**config.mk**
```make
export PLATFORM = sky130hd
export DESIGN_NAME = axi_mem_tester
export DESIGN_NICKNAME = d
export VERILOG_FILES = /design/src/rtl/axi_mem_tester_pkg.sv /design/src/rtl/axi_mem_tester_pattern.sv /design/src/rtl/axi_mem_tester.sv
export SDC_FILE = /design/constraint.sdc
export NUM_CORES = 1
export LEC_CHECK = 0
export ABC_AREA = 1
export BUFFER_PORTS_ARGS = -buffer_cell sky130_fd_sc_hd__buf_4
export CORE_ASPECT_RATIO = 1.2
export CORE_UTILIZATION = 51
export CTS_CLUSTER_DIAMETER = 30
export DETAILED_ROUTE_END_ITERATION = 16
export PLACE_DENSITY_LB_ADDON = 0.1
export SLEW_MARGIN = 25
export SYNTH_ARGS = -nofsm -noshare
export SYNTH_HDL_FRONTEND = slang
export SYNTH_SLANG_ARGS = --single-unit
```
**constraint.sdc**
```tcl
create_clock -name clk -period 2.2 [get_ports clk]
set_input_delay 0.11 -clock clk [delete_from_list [all_inputs] [get_ports clk]]
set_output_delay 0.11 -clock clk [all_outputs]
set_load 0.005 [all_outputs]
```
**src/rtl/axi_mem_tester_pkg.sv**
```systemverilog
// Shared definitions for the AXI memory tester: FSM states, AXI encodings,
// default attributes and the saturating error-counter helper.
package axi_mem_tester_pkg;

  typedef enum logic [2:0] {
    ST_IDLE,
    ST_WR_ADDR,
    ST_WR_DATA,
    ST_WR_RESP,
    ST_RD_ADDR,
    ST_RD_DATA
  } state_t;

  localparam logic [1:0]  AXI_BURST_INCR    = 2'b01;
  localparam logic [1:0]  AXI_RESP_OKAY     = 2'b00;
  localparam logic [1:0]  AXI_RESP_SLVERR   = 2'b10;
  localparam logic [3:0]  AXI_CACHE_DEFAULT = 4'b0011;
  localparam logic [2:0]  AXI_PROT_DEFAULT  = 3'b000;
  localparam logic [15:0] ERR_COUNT_MAX     = 16'hFFFF;

  // Increment an error counter, sticking at the maximum value
  function automatic logic [15:0] sat_inc(input logic [15:0] value);
    return (value == ERR_COUNT_MAX) ? value : value + 16'd1;
  endfunction

endpackage

```
**src/rtl/axi_mem_tester_pattern.sv**
```systemverilog
// Test pattern generator: 32-bit (byte address XOR seed), replicated across
// the full data width. One instance feeds both the write data and the
// read compare so the two can never disagree.
module axi_mem_tester_pattern
  import axi_mem_tester_pkg::*;
#(
  parameter int DATA_WIDTH = 32,
  parameter int ADDR_WIDTH = 16
) (
  input  logic [ADDR_WIDTH-1:0] addr,
  input  logic [31:0]           seed,
  output logic [DATA_WIDTH-1:0] data
);

  logic [31:0] word;

  // Zero-extend the address, mix in the seed and replicate
  always_comb begin
    word = 32'(addr) ^ seed;
    data = {(DATA_WIDTH / 32){word}};
  end

endmodule

```
**src/rtl/axi_mem_tester.sv**
```systemverilog
// AXI4 memory tester: writes NUM_BURSTS incrementing bursts of a seeded
// pattern, reads them back, and counts data/response/rlast errors.
// Optional macro AXI_MEM_TESTER_ERRLOG_EN builds first-error address capture;
// without it first_err_addr is tied to zero.
module axi_mem_tester
  import axi_mem_tester_pkg::*;
#(
  parameter int DATA_WIDTH = 32,
  parameter int ADDR_WIDTH = 16,
  parameter int STRB_WIDTH = DATA_WIDTH / 8,
  parameter int ID_WIDTH   = 8,
  parameter int BURST_LEN  = 16,
  parameter int NUM_BURSTS = 4,
  parameter int BASE_ADDR  = 0
) (
  input  logic                  clk,
  input  logic                  rst,
  input  logic                  start,
  input  logic [31:0]           seed,
  output logic                  busy,
  output logic                  done,
  output logic                  pass,
  output logic [15:0]           error_count,
  output logic [ADDR_WIDTH-1:0] first_err_addr,
  output logic [ID_WIDTH-1:0]   m_axi_awid,
  output logic [ADDR_WIDTH-1:0] m_axi_awaddr,
  output logic [7:0]            m_axi_awlen,
  output logic [2:0]            m_axi_awsize,
  output logic [1:0]            m_axi_awburst,
  output logic                  m_axi_awlock,
  output logic [3:0]            m_axi_awcache,
  output logic [2:0]            m_axi_awprot,
  output logic                  m_axi_awvalid,
  input  logic                  m_axi_awready,
  output logic [DATA_WIDTH-1:0] m_axi_wdata,
  output logic [STRB_WIDTH-1:0] m_axi_wstrb,
  output logic                  m_axi_wlast,
  output logic                  m_axi_wvalid,
  input  logic                  m_axi_wready,
  input  logic [ID_WIDTH-1:0]   m_axi_bid,
  input  logic [1:0]            m_axi_bresp,
  input  logic                  m_axi_bvalid,
  output logic                  m_axi_bready,
  output logic [ID_WIDTH-1:0]   m_axi_arid,
  output logic [ADDR_WIDTH-1:0] m_axi_araddr,
  output logic [7:0]            m_axi_arlen,
  output logic [2:0]            m_axi_arsize,
  output logic [1:0]            m_axi_arburst,
  output logic                  m_axi_arlock,
  output logic [3:0]            m_axi_arcache,
  output logic [2:0]            m_axi_arprot,
  output logic                  m_axi_arvalid,
  input  logic                  m_axi_arready,
  input  logic [ID_WIDTH-1:0]   m_axi_rid,
  input  logic [DATA_WIDTH-1:0] m_axi_rdata,
  input  logic [1:0]            m_axi_rresp,
  input  logic                  m_axi_rlast,
  input  logic                  m_axi_rvalid,
  output logic                  m_axi_rready
);

  localparam int                  BURST_BYTES = BURST_LEN * STRB_WIDTH;
  localparam logic [ADDR_WIDTH-1:0] BASE       = ADDR_WIDTH'(BASE_ADDR);
  localparam logic [ADDR_WIDTH-1:0] BURST_STEP = ADDR_WIDTH'(BURST_BYTES);
  localparam logic [ADDR_WIDTH-1:0] BEAT_STEP  = ADDR_WIDTH'(STRB_WIDTH);
  localparam logic [8:0]            LAST_BEAT  = 9'(BURST_LEN - 1);
  localparam logic [15:0]           LAST_BURST = 16'(NUM_BURSTS - 1);

  if (DATA_WIDTH % 32 != 0) begin : g_bad_data_width
    $error("axi_mem_tester: DATA_WIDTH must be a multiple of 32");
  end
  if (BURST_LEN < 1 || BURST_LEN > 256) begin : g_bad_burst_len
    $error("axi_mem_tester: BURST_LEN must be in 1..256");
  end
  if (BURST_BYTES > 4096) begin : g_bad_burst_bytes
    $error("axi_mem_tester: a burst must not exceed 4096 bytes");
  end

  state_t                state, state_next;
  logic [15:0]           burst_idx;
  logic [8:0]            beat_idx;
  logic [ADDR_WIDTH-1:0] burst_addr;
  logic [ADDR_WIDTH-1:0] beat_addr;
  logic [31:0]           seed_q;
  logic [DATA_WIDTH-1:0] pattern;
  logic                  last_beat;
  logic                  last_burst;
  logic                  b_err;
  logic                  rd_err;
  logic                  unused_ids;

  assign unused_ids = ^{m_axi_bid, m_axi_rid};

  axi_mem_tester_pattern #(
    .DATA_WIDTH(DATA_WIDTH),
    .ADDR_WIDTH(ADDR_WIDTH)
  ) u_pattern (
    .addr(beat_addr),
    .seed(seed_q),
    .data(pattern)
  );

  assign last_beat  = (beat_idx == LAST_BEAT);
  assign last_burst = (burst_idx == LAST_BURST);
  assign b_err      = (m_axi_bresp != AXI_RESP_OKAY);
  assign rd_err     = (m_axi_rdata != pattern) || (m_axi_rresp != AXI_RESP_OKAY) ||
                      (m_axi_rlast != last_beat);

  assign busy          = (state != ST_IDLE);
  assign m_axi_awid    = '0;
  assign m_axi_awaddr  = burst_addr;
  assign m_axi_awlen   = 8'(BURST_LEN - 1);
  assign m_axi_awsize  = 3'($clog2(STRB_WIDTH));
  assign m_axi_awburst = AXI_BURST_INCR;
  assign m_axi_awlock  = 1'b0;
  assign m_axi_awcache = AXI_CACHE_DEFAULT;
  assign m_axi_awprot  = AXI_PROT_DEFAULT;
  assign m_axi_wdata   = pattern;
  assign m_axi_wstrb   = '1;
  assign m_axi_arid    = '0;
  assign m_axi_araddr  = burst_addr;
  assign m_axi_arlen   = 8'(BURST_LEN - 1);
  assign m_axi_arsize  = 3'($clog2(STRB_WIDTH));
  assign m_axi_arburst = AXI_BURST_INCR;
  assign m_axi_arlock  = 1'b0;
  assign m_axi_arcache = AXI_CACHE_DEFAULT;
  assign m_axi_arprot  = AXI_PROT_DEFAULT;

  // State register
  always_ff @(posedge clk) begin
    if (rst) state <= ST_IDLE;
    else     state <= state_next;
  end

  // Next-state and channel handshake outputs; each channel is active in one state only
  always_comb begin
    state_next    = state;
    m_axi_awvalid = 1'b0;
    m_axi_wvalid  = 1'b0;
    m_axi_wlast   = 1'b0;
    m_axi_bready  = 1'b0;
    m_axi_arvalid = 1'b0;
    m_axi_rready  = 1'b0;
    case (state)
      ST_IDLE:    if (start) state_next = ST_WR_ADDR;
      ST_WR_ADDR: begin
        m_axi_awvalid = 1'b1;
        if (m_axi_awready) state_next = ST_WR_DATA;
      end
      ST_WR_DATA: begin
        m_axi_wvalid = 1'b1;
        m_axi_wlast  = last_beat;
        if (m_axi_wready && last_beat) state_next = ST_WR_RESP;
      end
      ST_WR_RESP: begin
        m_axi_bready = 1'b1;
        if (m_axi_bvalid) state_next = last_burst ? ST_RD_ADDR : ST_WR_ADDR;
      end
      ST_RD_ADDR: begin
        m_axi_arvalid = 1'b1;
        if (m_axi_arready) state_next = ST_RD_DATA;
      end
      ST_RD_DATA: begin
        m_axi_rready = 1'b1;
        if (m_axi_rvalid && last_beat) state_next = last_burst ? ST_IDLE : ST_RD_ADDR;
      end
      default:    state_next = ST_IDLE;
    endcase
  end

  // Burst/beat address tracking, error counting and the done/pass result
  always_ff @(posedge clk) begin
    if (rst) begin
      burst_idx   <= '0;
      beat_idx    <= '0;
      burst_addr  <= '0;
      beat_addr   <= '0;
      seed_q      <= '0;
      done        <= 1'b0;
      pass        <= 1'b0;
      error_count <= '0;
    end else begin
      case (state)
        ST_IDLE: if (start) begin
          seed_q      <= seed;
          done        <= 1'b0;
          pass        <= 1'b0;
          error_count <= '0;
          burst_idx   <= '0;
          burst_addr  <= BASE;
        end
        ST_WR_ADDR, ST_RD_ADDR: if (m_axi_awvalid && m_axi_awready ||
                                    m_axi_arvalid && m_axi_arready) begin
          beat_idx  <= '0;
          beat_addr <= burst_addr;
        end
        ST_WR_DATA: if (m_axi_wready) begin
          beat_idx  <= beat_idx + 9'd1;
          beat_addr <= beat_addr + BEAT_STEP;
        end
        ST_WR_RESP: if (m_axi_bvalid) begin
          if (b_err) error_count <= sat_inc(error_count);
          if (last_burst) begin
            burst_idx  <= '0;
            burst_addr <= BASE;
          end else begin
            burst_idx  <= burst_idx + 16'd1;
            burst_addr <= burst_addr + BURST_STEP;
          end
        end
        ST_RD_DATA: if (m_axi_rvalid) begin
          if (rd_err) error_count <= sat_inc(error_count);
          beat_idx  <= beat_idx + 9'd1;
          beat_addr <= beat_addr + BEAT_STEP;
          if (last_beat) begin
            if (last_burst) begin
              done <= 1'b1;
              pass <= (error_count == 16'd0) && !rd_err;
            end else begin
              burst_idx  <= burst_idx + 16'd1;
              burst_addr <= burst_addr + BURST_STEP;
            end
          end
        end
        default: ;
      endcase
    end
  end

`ifdef AXI_MEM_TESTER_ERRLOG_EN
  logic                  err_logged;
  logic [ADDR_WIDTH-1:0] err_addr_q;
  logic                  log_event;
  logic [ADDR_WIDTH-1:0] log_addr;

  assign log_event = (m_axi_bvalid && m_axi_bready && b_err) ||
                     (m_axi_rvalid && m_axi_rready && rd_err);
  assign log_addr  = m_axi_bready ? burst_addr : beat_addr;

  // Capture the address of the first erroring beat (burst start for write responses)
  always_ff @(posedge clk) begin
    if (rst) begin
      err_logged <= 1'b0;
      err_addr_q <= '0;
    end else if (state == ST_IDLE && start) begin
      err_logged <= 1'b0;
      err_addr_q <= '0;
    end else if (log_event && !err_logged) begin
      err_logged <= 1'b1;
      err_addr_q <= log_addr;
    end
  end

  assign first_err_addr = err_addr_q;
`else
  assign first_err_addr = '0;
`endif

endmodule

```
* Word-level counts from Yosys, hierarchy flattened
Index checks and enable logic that the tools add are counted.
Word-level totals: bits in registers 110, output and inout port bits 167, input bits 93, memories 0, latch bits 0, logic and storage cells 114, bits in writable memories 0, bits in read-only memories 0
Cells by class: shift-type cells 0, multiply operators 0, multiplexer cells 51, reduce and logical (&&, ||, !) cells 24, magnitude comparators 0, $add $sub $neg 5, bitwise gates (word level) 1, eq/ne operators 24, divide/modulo/power cells 0
Operators with widths (count):
- $mux W16 | 19
- $pmux W16 S3 | 4
- $add A16 B1 Y16 const B | 2
- $ne A32 B32 Y1 | 1
- $xor A16 B32 Y32 | 1
- $ne A2 B2 Y1 const B | 14
- $mux W9 | 3
- $pmux W9 S3 | 1
- $mux W3 | 8
- $pmux W3 S6 | 1
- $reduce_and A6 Y1 | 3
- $add A16 B3 Y16 const B | 1
- $add A16 B7 Y16 const B | 1
- $eq A16 B16 Y1 const B | 1
- $eq A16 B2 Y1 const B | 1
- $logic_not A16 Y1 | 1
- $mux W1 | 13
- $add A9 B1 Y9 const B | 1
- $eq A9 B4 Y1 const B | 1
- $reduce_bool A3 Y1 | 3
- $eq A3 B2 Y1 const B | 2
- $eq A3 B3 Y1 const B | 2
- $reduce_bool A2 Y1 | 3
- $logic_and A1 B1 Y1 | 5
- other kinds (10) | 13

* Longest topological paths before layout
Gate-level depths: netlist of the first run.
depth after elaboration 10, mapped depth 15, gate-level depth less buffers 14

* Cells and area by module
From an unflattened synthesis of the first run, not the netlist that was laid out.
Unflattened totals: cells, all modules 1289, area, all modules 7714.9 um2
By module, submodules not included:
- axi_mem_tester | instances 1, cells an instance 1193, seq. area each 2042.0 um2, area an instance 7294.5 um2
- axi_mem_tester_pattern | instances 1, cells an instance 96, seq. area each 0.0 um2, area an instance 420.4 um2

* Least setup slack after synthesis of the first run
No wires, ideal clock.
kind flip-flop to flip-flop, from register error_count[1], to register error_count[9], period minus slack after synthesis 1.762 ns, path buffers 1, stages on the path, launching flop included 12, required time 2.088 ns, setup slack 0.438 ns, data arrival time 1.651 ns, setup time 0.112 ns, cells stage by stage dfxtp_1 ha_1 nand3_1 inv_1 nand2_1 o21ai_0 a21oi_4 nand2_4 inv_2 buf_6 nor2_1 nor2_1
On the way: cells in the longest elaborated chain, start to end 5, elaborated cells on any way between the ends 8, classes of those cells add/sub (1); eq/ne (1); mux (6)
RTL lines:
- start, declared | RTL line axi_mem_tester.sv:23 | output logic [15:0] error_count,
- start signal, assigned | RTL line axi_mem_tester.sv:202 | if (b_err) error_count <= sat_inc(error_count);
- start signal, assigned | RTL line axi_mem_tester.sv:212 | if (rd_err) error_count <= sat_inc(error_count);
- $add A16 B1 Y16 / $eq A16 B16 Y1 (equally long branches) | RTL line axi_mem_tester_pkg.sv:23 | return (value == ERR_COUNT_MAX) ? value : value + 16'd1;
- $mux W16 (*) | RTL line axi_mem_tester_pkg.sv:23
- $mux W16, on equally long branches | RTL line axi_mem_tester.sv:212, axi_mem_tester.sv:202
- $mux W16, on equally long branches | RTL line axi_mem_tester.sv:211, axi_mem_tester.sv:201
- $pmux W16 S3 (*) | RTL line axi_mem_tester.sv:183 | case (state)
Every way passes the cells marked *; elsewhere a longest branch is shown, timed or not. The select of a mux whose other input is x is not followed. A chain may end at the register's enable or synchronous reset.

* Worst setup path after layout of the first run
from register beat_idx[1], to register error_count[1]
On the way: cells in the longest elaborated chain, start to end 5
RTL lines:
- start, declared | RTL line axi_mem_tester.sv:81 | logic [8:0] beat_idx;
- start signal, assigned | RTL line axi_mem_tester.sv:198 | beat_idx <= beat_idx + 9'd1;
- start signal, assigned | RTL line axi_mem_tester.sv:213 | beat_idx <= beat_idx + 9'd1;
- $eq A9 B4 Y1 | RTL line axi_mem_tester.sv:103 | assign last_beat = (beat_idx == LAST_BEAT);
- $ne A1 B1 Y1 | RTL line axi_mem_tester.sv:107 | (m_axi_rlast != last_beat);
- $logic_or A1 B1 Y1 | RTL line axi_mem_tester.sv:106 | assign rd_err = (m_axi_rdata != pattern) || (m_axi_rresp != AXI_RESP_OKAY) ||
- $ne A2 B2 Y1 (no line)
- $reduce_and A6 Y1 (no line)
Every way passes these cells.

==> metrics, run 1 <==
CP delay by family, top simple AND/OR/NAND/NOR gates; CP Class reg2reg; Yosys warning count 0; CTS tree built; worst setup path startpoint beat_idx[1]; clk buf depth 2; Post-Route WL about 19 mm; CP dominant cell by count nand2_1; Worst-path clk slew 0.07 ns; mapped cell area 7475 µm²; number of H-tree levels 3; Final ANT Viol Nets 0; initial antenna violation count 0; Synth Flop Type dfxtp_1; row count 48; Starting Density 52.07%; final setup violation count 0; RSZ-0062 raised after global routing false; Yosys reg bits 102; Post-Synthesis Cells 1,218; DRC Markers 0; status completed; reg2reg start beat_idx[1]; routability congestion estimate 0.9057; DR WL/cell 12.57 µm; ANT cells 0; Worst Path Required between 2 and 2.5 ns; via count 7,485; VDD IR max 0.6296 mV; DR iter-0 viols 390; TritonCTS Buffers 9; layout cells sized above 1 17.09%; non-filler instance count after layout 1,527; Sink Count slightly above 100; synth-to-layout area growth 16.44%; Port Buffers 153; first-pass GRT wire length 31.26 mm; drt pass-1 iters 5; Hold Path Class in2reg; vias in the first global route 6,644; Vert. Die Dim approximately 130 µm; pwr dens 927.0 nW/µm²; crit-path max cell delay about 0.36 ns; Async S/R FF share, synth 0%; total gr overflow 0; crit path cell chain ha_1 > nand2_1 > nor2_1 > nand4_1 > nand2_1 > nand2_1 > nor2_1 > nand3_2 > buf_4 > nand3_1 > nand2_1 > nor2_1; placed cells 1,510; dpl hpwl 14.68 mm; clock skew about 0.0077 ns; Hold Vio Cnt, Final 0; CORE AREA 14,350 µm²; die width 112.5 µm; max_cap viols 0; Slew Limit Fails 0; clk_lat worst skew approximately 0.35 ns; Avg Inst Size Synth 6.137 µm²; post-synthesis sequential area ratio 27.32%; Worst setup EP type flip-flop; Critical Path Slowest Stage Cell dfxtp_1; Via density 4.902; Layout fillers 1,446; fin crit period 2.000 ns; largest net degree at the start of global routing 40; GRT Overall Usage 25.64%; Worst Path Buf+Inv 1; crit path launch type flip-flop; Worst Path Max Fanout 14; Leakage 4.170 nW; fin nets around 1,400; Post-synth EDFFs 0; Yosys cell types 40; Final Cycle Share 90.91%; full die area 15,150 µm²; Clock Root Buffer clkbuf_16; Worst Hold Launch seed[13]; Max Fclk ~0.5 GHz; Ports between 200 and 300; setup_tns 0 ns; crit path DAT 2.28 ns
-- worst register-to-register path, cell delays in order (launching register included) --
cell	delay, ns
dfxtp_1	0.36
ha_1	0.20
nand2_1	0.09
nor2_1	0.14
nand4_1	0.22
nand2_1	0.14
nand2_1	0.06
nor2_1	0.12
nand3_2	0.14
buf_4	0.22
nand3_1	0.08
nand2_1	0.05
nor2_1	0.10
-- what timing repair did --
| item | in CTS | in global routing |
|---|---|---|
| hold buffers | 0 | 0 |
| setup buffers | 0 | 1 |
| setup endpoints to repair | 0 | 9 |
| gates resized for setup | 0 | 3 |
-- sequential cells by signal, summed over array words and instances (netlist names) --
name,count
seed_q,32
burst_idx,16
error_count,16
beat_addr,14
m_axi_araddr,10
beat_idx,9
state,3
done,1
pass,1
-- where the power goes --
group / switching (W) / internal, W / leakage, nW
clock: 0.000736 / 0.00103 / 0.160
sequential: 0.000354 / 0.00221 / 0.834
combinational: 0.00222 / 0.00152 / 3.18
-- metrics by stage --
stage               cell area (µm²)  hold WS (ns)  utilization (%)  worst slack, ns  power, W
floorplan                      7805        0.2744                -           0.4378  0.005170
global placement               8364        0.3860            58.27           0.2275  0.006271
detailed placement             8364        0.3940            58.27           0.1981  0.006319
CTS                            8690       0.02686            60.54           0.1608  0.008099
global route                   8703       0.04093            60.63         0.004514  0.008701
finish                         8703       0.03235            60.63           0.2000  0.008068
-- Yosys cell counts (3+ instances only) --
cell type	count	share of area [%]
nand2_1	325	16
inv_1	135	6.8
buf_4	125	13
nor2_1	122	6.1
dfxtp_1	102	27
nand3_1	90	6.0
a21oi_1	89	6.0
o21ai_0	67	4.5
xor2_1	25	2.9
nor3_1	23	1.5
clkbuf_1	22	1.1
nand4_1	15	1.3
inv_2	10	0.50
o211ai_1	9	0.90
nand3b_1	7	0.70
ha_1	6	1.0
nor2_2	6	0.50
nand2_2	4	0.33
nor4_1	4	0.33
a31oi_1	3	0.25
buf_2	3	0.20
nand3_2	3	0.40
or2_2	3	0.25
-- cells in the final DEF (no fill, tap or decap), drive strengths merged, types with 4 or more instances in the layout --
| master | instances |
|---|---|
| a21oi | 91 |
| buf | 182 |
| clkbuf | 11 |
| conb | 90 |
| dfxtp | 102 |
| ha | 6 |
| inv | 145 |
| nand2 | 330 |
| nand3 | 93 |
| nand3b | 7 |
| nand4 | 15 |
| nor2 | 129 |
| nor3 | 23 |
| nor4 | 4 |
| o211ai | 9 |
| o21ai | 68 |
| or2 | 5 |
| xor2 | 25 |
-- layout make-up --
type	instances	area [µm²]	area share, %
clock buffer	11	242.7	2.789
clock inverter	5	82.58	0.9488
inverter	145	544.3	6.254
multi-input combinational	907	4163	47.83
sequential	102	2044	23.49
tap	175	219.0	2.516
timing repair buffer	182	1408	16.17
-- routing by layer --
layer	global-route usage (%)	vias to the layer above	share of wire (%)
met1	32.14	3332	45
li1	-	3916	-
met5	0	-	0
met3	3.456	22	4.7
met4	8.444	0	1.5
met2	45.34	215	49
-- path summary, 6_finish.rpt --
kind	endpoint	slack [ns]	cells past startpoint
worst min register to register	beat_idx[0]	0.46	1
worst max register to register	error_count[1]	0.20	12
worst min-delay path	seed_q[13]	0.03	3
worst max-delay path	error_count[1]	0.20	12
-- cell families after synthesis --
family          count (synthesis)  synth area share, %
simple gates                  608                34.45
buf+inv                       297                21.44
compound gates                177                12.64
flops                         102                27.32
xor+xnor                       26                3.047
fa+ha+maj                       6                1.004
other cells                     2               0.1005
Power figures use the tool's default switching activity.
==> inputs of run 2 (changes only) <==
- ABC_AREA: 1 -> not set
- CORE_UTILIZATION: 51 -> 50
- PLACE_DENSITY_LB_ADDON: 0.1 -> 0.12
==> run 2 against run 1 <==
  * The run now ends with setup timing left
  * Sequential share of layout area increased by 0.75 points
  * Combinational power decreased by 65%
  * Total power decreased by 40%
  * Synthesized cell count decreased by 34%
  * Maximum frequency decreased by 15%
  * Count of clock-buffer cells in the layout decreased by 1
  * Design area decreased by 3.1%
  * Worst setup slack got worse by 0.34 ns
  * Register-to-register slack got worse by 0.34 ns
  * Global-route usage increased by 1.3 points
  * Worst hold slack got worse by 0.029 ns
  * Critical path type unchanged
  * Largest cell class unchanged
==> metrics, run 2 <==
Post-Route WL 18.10 mm (-5.7%); most frequent cells after synthesis buf_4, nand2_1, dfxtp_1; via count 6,160 (-18%); Synth area leader dfxtp_1; Pwr Total 0.004844 W (-40%); routability congestion estimate 0.9082 (+0.28%); Worst-path clk slew 0.07 ns (about the same); crit-path max cell delay 0.55 ns (+0.19 ns); number of H-tree levels 3 (unchanged); Critical Path Slowest Stage Cell or4b_4; Final Hold Slack 0.003372 ns (-0.02898 ns); status complete, but fails checks; final core utilization 66.57% (+5.9 points); max reg flops 32 (unchanged); met2 GRT Util 45.67% (+0.33 points); non-filler instance count after layout 1,168 (-24%); layout cells sized above 1 28.19% (+11 points); Hold Path Class in2reg; synth-to-layout area growth 29.79%; Synth Flop Type dfxtp_1; row count 45 (-6.3%); most frequent cells in the layout buf_4, nand2_1, dfxtp_1; max_cap viols 0 (unchanged); crit path launch type flip-flop; Clock Root Buffer clkbuf_16; Layout fillers 1,073 (-26%); Placement Setup Slack -0.1546 ns (-0.3527 ns); commonest non-fill, non-tap cell in the layout buf_4; VDD IR max 0.3775 mV (-40%); Yosys cell types 70 (+75%); pwr dens 574.4 nW/µm² (-38%); die width 106.1 µm (-5.7%); CTS tree built; met1 Usage GRT 33.23% (+1.1 points); TritonCTS Buffers 9 (unchanged); DRC Markers 0 (unchanged); dpl hpwl 13.33 mm (-9.1%); DR WL/cell 15.49 µm (+23%); Final WS setup -0.1444 ns (-0.3444 ns); Vert. Die Dim 126.9 µm (-5.7%); failing checks setup timing; most frequent cell after synthesis buf_4; GR Layer Usage met3 4.830% (+1.4 points); RSZ-0062 raised after global routing true; area occupied by multi-input gates 3839 µm² (-7.8%); placed cells 1,121 (-26%); share of the synthesized area in the top cell type 31.43% (+4.1 points); crit path cell chain or4b_4 > o41ai_1 > and4bb_1 > and4_2 > nor3_1 > a31o_2; DR iter-0 viols 414 (+6.2%); clock skew 0.009032 ns (+0.001366 ns); Avg Inst Size Synth 8.092 µm² (+32%); crit path DAT 2.59 ns (+0.31 ns); Via density 5.274 (+7.6%); mapped cell area 6497 µm² (-13%); Tightest Pin Transition between 0.5 and 0.6 ns; Port Buffers 153 (unchanged); full die area 13,460 µm² (-11%); post-synthesis sequential area ratio 31.43% (+4.1 points); fin nets 1,099 (-24%); Hold Vio Cnt, Final 0 (unchanged); Async S/R FF share, synth 0% (unchanged); first-pass GRT wire length 28.70 mm (-8.2%); Max Fclk 0.4265 GHz (-15%); Worst setup EP type flip-flop; Final Cycle Share 106.6% (+16 points); Max-slew headroom ~63%; Post-synth EDFFs 0 (unchanged); Ports 260 (unchanged); Leakage 3.739 nW (-10%); clk_lat worst skew 0.36 ns (about the same); CORE AREA 12,670 µm² (-12%); sequential cell area 2044 µm² (unchanged); fin crit period 2.344 ns (+0.3444 ns); Yosys reg bits 102 (unchanged); global routing's busiest layer met2; Worst Path Max Fanout 10 (-4); final setup violation count 24 (+24); Sink Count 102 (unchanged); drt pass-1 iters 5 (unchanged); Largest Register seed_q; Starting Density 51.29% (-0.79 points); Post-Synthesis Cells 803 (-34%); Largest regs seed_q (32), burst_idx (16), error_count (16); Area contributors post-synth dfxtp_1, buf_4, nand2_1; Final ANT Viol Nets 0 (unchanged); ANT cells 0 (unchanged); initial antenna violation count 0 (unchanged); clk buf depth 2 (unchanged); vias in the first global route 5,826 (-12%); CP Class reg2reg; Slew Limit Fails 0 (unchanged); largest net degree at the start of global routing 49 (+23%); total gr overflow 0 (unchanged); Yosys warning count 0 (unchanged); Worst Path Required 2.45 ns (-0.03 ns); GRT Overall Usage 26.90% (+1.3 points)
## run 2: layout make-up
cell class              instances  share of cell area, %
multi-input cells             617                  45.52
well taps                     164                  2.433
flip-flops and latches        102                  24.24
clock inverters                 5                 0.4451
clock buffers                  10                  2.715
repair buffers                255                  23.98
inverters                      15                 0.6677
## run 2: path summary, 6_finish.rpt
check                    from        endpoint  slack (ns)  cells past startpoint
setup / recovery  beat_idx[4]  error_count[1]       -0.14                      6
hold / removal       seed[27]      seed_q[27]       0.003                      3
setup reg to reg  beat_idx[4]  error_count[1]       -0.14                      6
hold reg to reg          done            done        0.46                      2
## run 2: worst max-delay path: cells and delay by family, from the launching register on
kind               cells  cell delay, ns
AOI/OAI and AO/OA      2            0.57
DFF                    1            0.32
and+or+nand+nor        4            1.35
## run 2: power by group
group | switching (W) | internal [W]
Clock | 0.000742 | 0.000764
Combinational | 0.000659 | 0.000647
Sequential | 0.0000925 | 0.00194
Total | 0.00149 | 0.00335
## run 2: timing repair
| action | 4_1_cts | 5_1_grt |
|---|---|---|
| hold buffers | 25 | 0 |
| hold endpoints to repair | 25 | 0 |
| cloned | 0 | 1 |
| resized for setup | 12 | 19 |
| pin swaps | 8 | 0 |
| endpoints found under the setup margin | 20 | 86 |
| buffers inserted | 5 | 1 |
## run 2: kinds of logic after synthesis
| kind of cell | count (synthesis) | share of synthesized area, % |
|---|---|---|
| fa+ha+maj | 6 | 1.155 |
| other cells | 2 | 0.1156 |
| xor+xnor | 77 | 12.71 |
| mux | 3 | 0.6547 |
| simple gates | 312 | 24.48 |
| flops | 102 | 31.43 |
| compound gates | 128 | 12.34 |
| buf+inv | 173 | 17.12 |
## run 2: metrics by stage
stage | area (µm²) | TNS, ns
floorplan | 6837 | 0
global placement | 7705 | -1.124
detailed placement | 7705 | -1.786
CTS | 8341 | -1.195
global route | 8433 | -5.007
finish | 8433 | -1.509
## run 2: layer usage
metal  share of wire, %  vias to the layer above
met5                  0                        -
met2                 49                      273
li1                   -                     2976
met4                2.6                        0
met3                6.4                       34
met1                 42                     2877
